[config.mk]
export PLATFORM = sky130hd
export DESIGN_NAME = sync_updown_counter
export DESIGN_NICKNAME = d
export VERILOG_FILES = /design/src/rtl/sync_updown_counter.sv
export SDC_FILE = /design/constraint.sdc
export NUM_CORES = 1
export LEC_CHECK = 0
export ABC_AREA = 0
export BUFFER_PORTS_ARGS = -buffer_cell sky130_fd_sc_hd__buf_4
export CORE_AREA = 2 2 39 41
export CTS_CLUSTER_SIZE = 16
export DETAILED_ROUTE_END_ITERATION = 10
export DIE_AREA = 0 0 41 43
export GPL_ROUTABILITY_DRIVEN = 0
export PLACE_DENSITY_LB_ADDON = 0.3
export REMOVE_ABC_BUFFERS = 1
export SYNTH_ARGS = -nofsm -noshare
export SYNTH_HDL_FRONTEND = slang
export SYNTH_SLANG_ARGS = --single-unit
[constraint.sdc]
create_clock -name clk -period 2.7 [get_ports clk]
set_clock_uncertainty 0.1 [all_clocks]
set_input_delay 0.135 -clock clk [delete_from_list [all_inputs] [get_ports clk]]
set_output_delay 0.135 -clock clk [all_outputs]
set_load 0.005 [all_outputs]
[src/rtl/sync_updown_counter.sv]
// Parametrised up/down counter with enable, clamped parallel load and a wrap-or-saturate boundary.
// Outputs a combinational terminal-count flag, a one-cycle wrap pulse and a sticky overflow flag.
module sync_updown_counter #(
  parameter int unsigned      WIDTH    = 3,
  parameter logic [WIDTH-1:0] MAX_VAL  = WIDTH'((64'd1 << WIDTH) - 64'd1),
  parameter bit               SATURATE = 1'b0,
  parameter logic [WIDTH-1:0] RST_VAL  = '0
) (
  input  logic             clk,
  input  logic             rst,
  input  logic             en,
  input  logic             up,
  input  logic             load,
  input  logic [WIDTH-1:0] din,
  input  logic             clr_ovf,
  output logic [WIDTH-1:0] q,
  output logic             tc,
  output logic             wrap,
  output logic             ovf
);

  logic [WIDTH-1:0] q_q, q_d;
  logic             wrap_q, wrap_d;
  logic             ovf_q, ovf_d;
  logic [WIDTH-1:0] din_clamped;
  logic             at_bound;

  assign at_bound    = up ? (q_q == MAX_VAL) : (q_q == '0);
  assign din_clamped = (din > MAX_VAL) ? MAX_VAL : din;

  always_comb begin
    q_d    = q_q;
    wrap_d = 1'b0;
    ovf_d  = ovf_q;
    if (clr_ovf) begin
      ovf_d = 1'b0;
    end
    if (load) begin
      q_d = din_clamped;
    end else if (en) begin
      if (at_bound) begin
        // A boundary count sets ovf even when saturating: the count is lost.
        ovf_d = 1'b1;
        if (!SATURATE) begin
          wrap_d = 1'b1;
          q_d    = up ? '0 : MAX_VAL;
        end
      end else begin
        q_d = up ? (q_q + WIDTH'(1)) : (q_q - WIDTH'(1));
      end
    end
  end

  always_ff @(posedge clk) begin
    if (!rst) begin
      q_q    <= RST_VAL;
      wrap_q <= 1'b0;
      ovf_q  <= 1'b0;
    end else begin
      q_q    <= q_d;
      wrap_q <= wrap_d;
      ovf_q  <= ovf_d;
    end
  end

  assign q    = q_q;
  assign tc   = at_bound;
  assign wrap = wrap_q;
  assign ovf  = ovf_q;

endmodule
---- Word-level counts from Yosys, hierarchy flattened ----
Cells that the tools add are included.
storage, ports and cells
  input port bits ......................... 9
  register bits ........................... 5
  output and inout bits ................... 6
cells by class
  add/sub/neg operators ................... 2
  bitwise logic cells ..................... 2
  mux-type cells .......................... 12
  reductions and logical operators ........ 3
  equal/unequal tests ..................... 1
  order comparisons ....................... 1
operator list
  operator               count
  $mux W3                6
  $mux W1                6
  $add A3 B1 Y3 const B  1
  $eq A3 B3 Y1 const B   1
  $gt A3 B3 Y1 const B   1
  $logic_not A3 Y1       1
  $reduce_or A3 Y1       1
  $sub A3 B1 Y3 const B  1
  $not A1 Y1             2
  $reduce_bool A2 Y1     1

---- Logic depth before layout (Yosys ltp) ----
  word-level depth ........................ 5
  gate-level depth with buffers ........... 6
  depth with buffers taken out ............ 6

---- Worst setup path before layout ----
Ideal clock, no wire load.
  path type ............................... register to register
  start ................................... register q_q[0], in the netlist q[0]
  end ..................................... register q_q[2], in the netlist q[2]
  setup slack ............................. 1.141 ns
  cell stages (with the launch flop) ...... 6
  path buffers ............................ 0
  arrival time ............................ 1.342 ns
  path through ............................ dfxtp_1 -> fa_1 -> xor2_1 -> nand2_1 -> o21ai_0 -> a32o_1
between the ends
  cells in the longest elaborated chain, start to end .. 5
  elaborated cells on any way between the ends .. 9
  classes of those cells .................. 2 x add/sub; 1 x eq/ne; 5 x mux; 1 x reduce/logical
RTL lines
  element                                      RTL line  source
  from (decl)                                  22        logic [WIDTH-1:0] q_q, q_d;
  from (signal assigned)                       60        q_q <= q_d;
  $sub A3 B1 Y3, or another cell as far along  49        q_d = up ? (q_q + WIDTH'(1)) : (q_q - WIDTH'(1));
  $mux W3 / $mux W1 (equally long branches)    49, 28
  $mux W3 (*)                                  41        if (at_bound) begin
  $mux W3 (*)                                  40        end else if (en) begin
  $mux W3 (*)                                  38        if (load) begin
Mark *: on every way between the ends. The rest lies on a longest branch, timed or not. The select of a mux whose other input is x is not followed.
A chain may end at the register's enable or synchronous reset.

---- Worst setup path in the final report ----
Same ends and word-level chain as after synthesis.

==> impl_metrics.tcl <==
set metrics [dict create \
    status "finished, final reports clean" \
    dpl_cell_area_um2 430.4 \
    cp_top_family "adder cells" \
    synth_top_area_cell "dfxtp_1" \
    r2r-start "q[0]$_SDFFE_PN0P_" \
    ys_ff_latch 5 \
    cts_sinks 5 \
    cts_buffers 3 \
    grt_pass1_wl_um 1062 \
    core_area_um2 1384 \
    die_h_um 43 \
    drc 0 \
    combPwrFrac_pct 23.4 \
    p_leak_nw 0.2142 \
    cp.required_ns 2.73 \
    synth_seq_area_share_pct 32.79 \
    port_buffers 14 \
    nets 65 \
    grt_usage_pct 9.950 \
    clk_latency_ns 0.25 \
    fillers 147 \
    cp_cell_sequence "fa_1 -> xor2_1 -> nand2_1 -> o21ai_0 -> a32o_1" \
    fmax_ghz 0.6121 \
    powerDensity_nw_per_um2 490.8 \
    vias_per_cell 4.514 \
    start_util_pct 22.06 \
    min-delay-start "din[0]" \
    vias 316 \
    crit_fanout 7 \
    ant_nets 0 \
    max_slew_margin_pct 81.40 \
    end_kind "register" \
    drt_iter0_drc 8 \
    seq_power_share_pct 37.8 \
    start_kind "register" \
    synth_cell_type_count 21 \
    intPower_w 0.0001671 \
    routed_wirelength_um 732 \
    die_w_um 41 \
    ios 15 \
    yosysTopAreaCellShare_pct 32.79 \
    rsz0062_at_grt "no" \
    netSwitchingPower_w 0.00006201 \
    path_class "reg -> reg" \
    final_util_pct 33.73 \
    setup_tns_ns 0 \
    num_rows 14 \
    overflow 0 \
    cap_violations 0 \
    final-setup-viol-count 0 \
    crit_buf_inv 0 \
    layout_commonest_cell "buf_4" \
    fin_crit_ns 1.634 \
    syn_area_um2 305.3 \
    h-tree-depth 1 \
    place_inst 65 \
    grt_pass1_vias 263 \
    multi_input_area_um2 193.9 \
    seq_area_um2 100.1 \
    p_total_w 0.0002291 \
    antenna_found_initial 0 \
    syn_avg_cell_area_um2 8.723 \
    path_clk_slew_ns 0.05 \
    worst_pin_slew_ns 0.2786 \
    cp.arrival_ns 1.66 \
    crit_start "q[0]$_SDFFE_PN0P_" \
    slowest_stage "fa_1" \
    crit_path_max_incr_delay_ns 0.48 \
    syn_inst 35 \
    final_hold_viol_count 0 \
    clkPwrFrac_pct 38.9 \
    cts-root-to-sink-buffers 2 \
    cts_tree "done" \
    layout_common_cells "buf_4, dfxtp_1, o21ai_0, nand2_1" \
    place_hpwl_um 573.3 \
    grt_max_degree 8 \
    root_buffer "clkbuf_4" \
    period_share_pct 60.51 \
    avgRoutedWirePerCell_um 10.46 \
    first_pass_iters 4 \
    ys_top_cells_by_area "dfxtp_1, fa_1, o21ai_0, nand2_1, or2b_1" \
    die_area_um2 1763 \
    switching_share_pct 27.07 \
    slew_viol_final 0 \
    num_antenna_cells 0 \
    drive_gt1_share_pct 37.04 \
    instances_no_fill 70 \
    area_growth_pct 52.87 \
    fin_area_um2 466.7 \
    worst_ir_drop_vdd_mv 0.1965 \
    hold_path.class "in -> reg" \
    yosys_warnings 0 \
]
-- worst paths after layout --
path | end | depth (start not counted) | slack, ns
max | q[2]$_SDFFE_PN0P_ | 5 | 1.07
min | q[0]$_SDFFE_PN0P_ | 2 | 0.04
max reg2reg | q[2]$_SDFFE_PN0P_ | 5 | 1.07
min reg2reg | ovf$_SDFF_PN0_ | 2 | 0.37
-- final cells by class --
class / count / share of cell area [%]
timing repair buffer: 15 / 24.66
inverter: 3 / 2.413
clock buffer: 4 / 5.630
tap: 16 / 4.290
sequential: 5 / 21.45
multi-input combinational: 27 / 41.55
-- synth_stat cells (all sizes together) --
cell type,count
o21bai,1
or2b,2
o2111ai,1
nor2,1
o211a,1
and2b,1
xnor2,1
a32o,1
o21ai,5
nand3b,1
nand3,1
xor2,1
inv,3
a31oi,2
or3,1
nand2b,1
dfxtp,5
fa,1
nand4,1
nand2,4
-- sequential cells by signal, summed over array words and instances (netlist names) --
name  cells
ovf       1
q         3
wrap      1
-- power by group through the flow --
stage	Sequential, W	Clock [W]	Combinational [W]
after floorplan	0.0000870	0	0.0000274
after detailed placement	0.0000883	0	0.0000529
after global routing	0.0000877	0.000105	0.0000591
after CTS	0.0000867	0.0000950	0.0000543
final	0.0000865	0.0000890	0.0000535
after global placement	0.0000881	0	0.0000527
-- cell families after synthesis --
group | after synthesis | share of synthesized area [%]
adders and majority gates | 1 | 6.558
and+or+nand+nor | 13 | 25.82
DFF | 5 | 32.79
AOI/OAI and AO/OA | 11 | 25.41
buffers and inverters | 3 | 3.688
xor gates and xnor gates | 2 | 5.739
-- metal layers --
metal  vias up  global-route usage (%)  part of all wire [%]
li1        166                       -                     -
met2        14                   12.81                    44
met5         -                       0                     0
met3         0                   9.424                   8.2
met1       136                   10.97                    48
met4         0                   4.000                     0
-- through the flow --
stage / setup slack, ns / hold slack, ns
6_report: 1.066 / 0.04273
5_1_grt: 1.008 / 0.02997
4_1_cts: 1.059 / 0.03493
3_5_place_dp: 1.064 / 0.2339
3_3_place_gp: 1.103 / 0.2274
2_1_floorplan: 1.141 / 0.1360
-- repair_timing --
action,CTS,global route
hold buffers,1,0
gates resized for setup,0,0
buffers inserted,0,0
hold endpoints to repair,1,0
(Power assumes the default switching activity.)
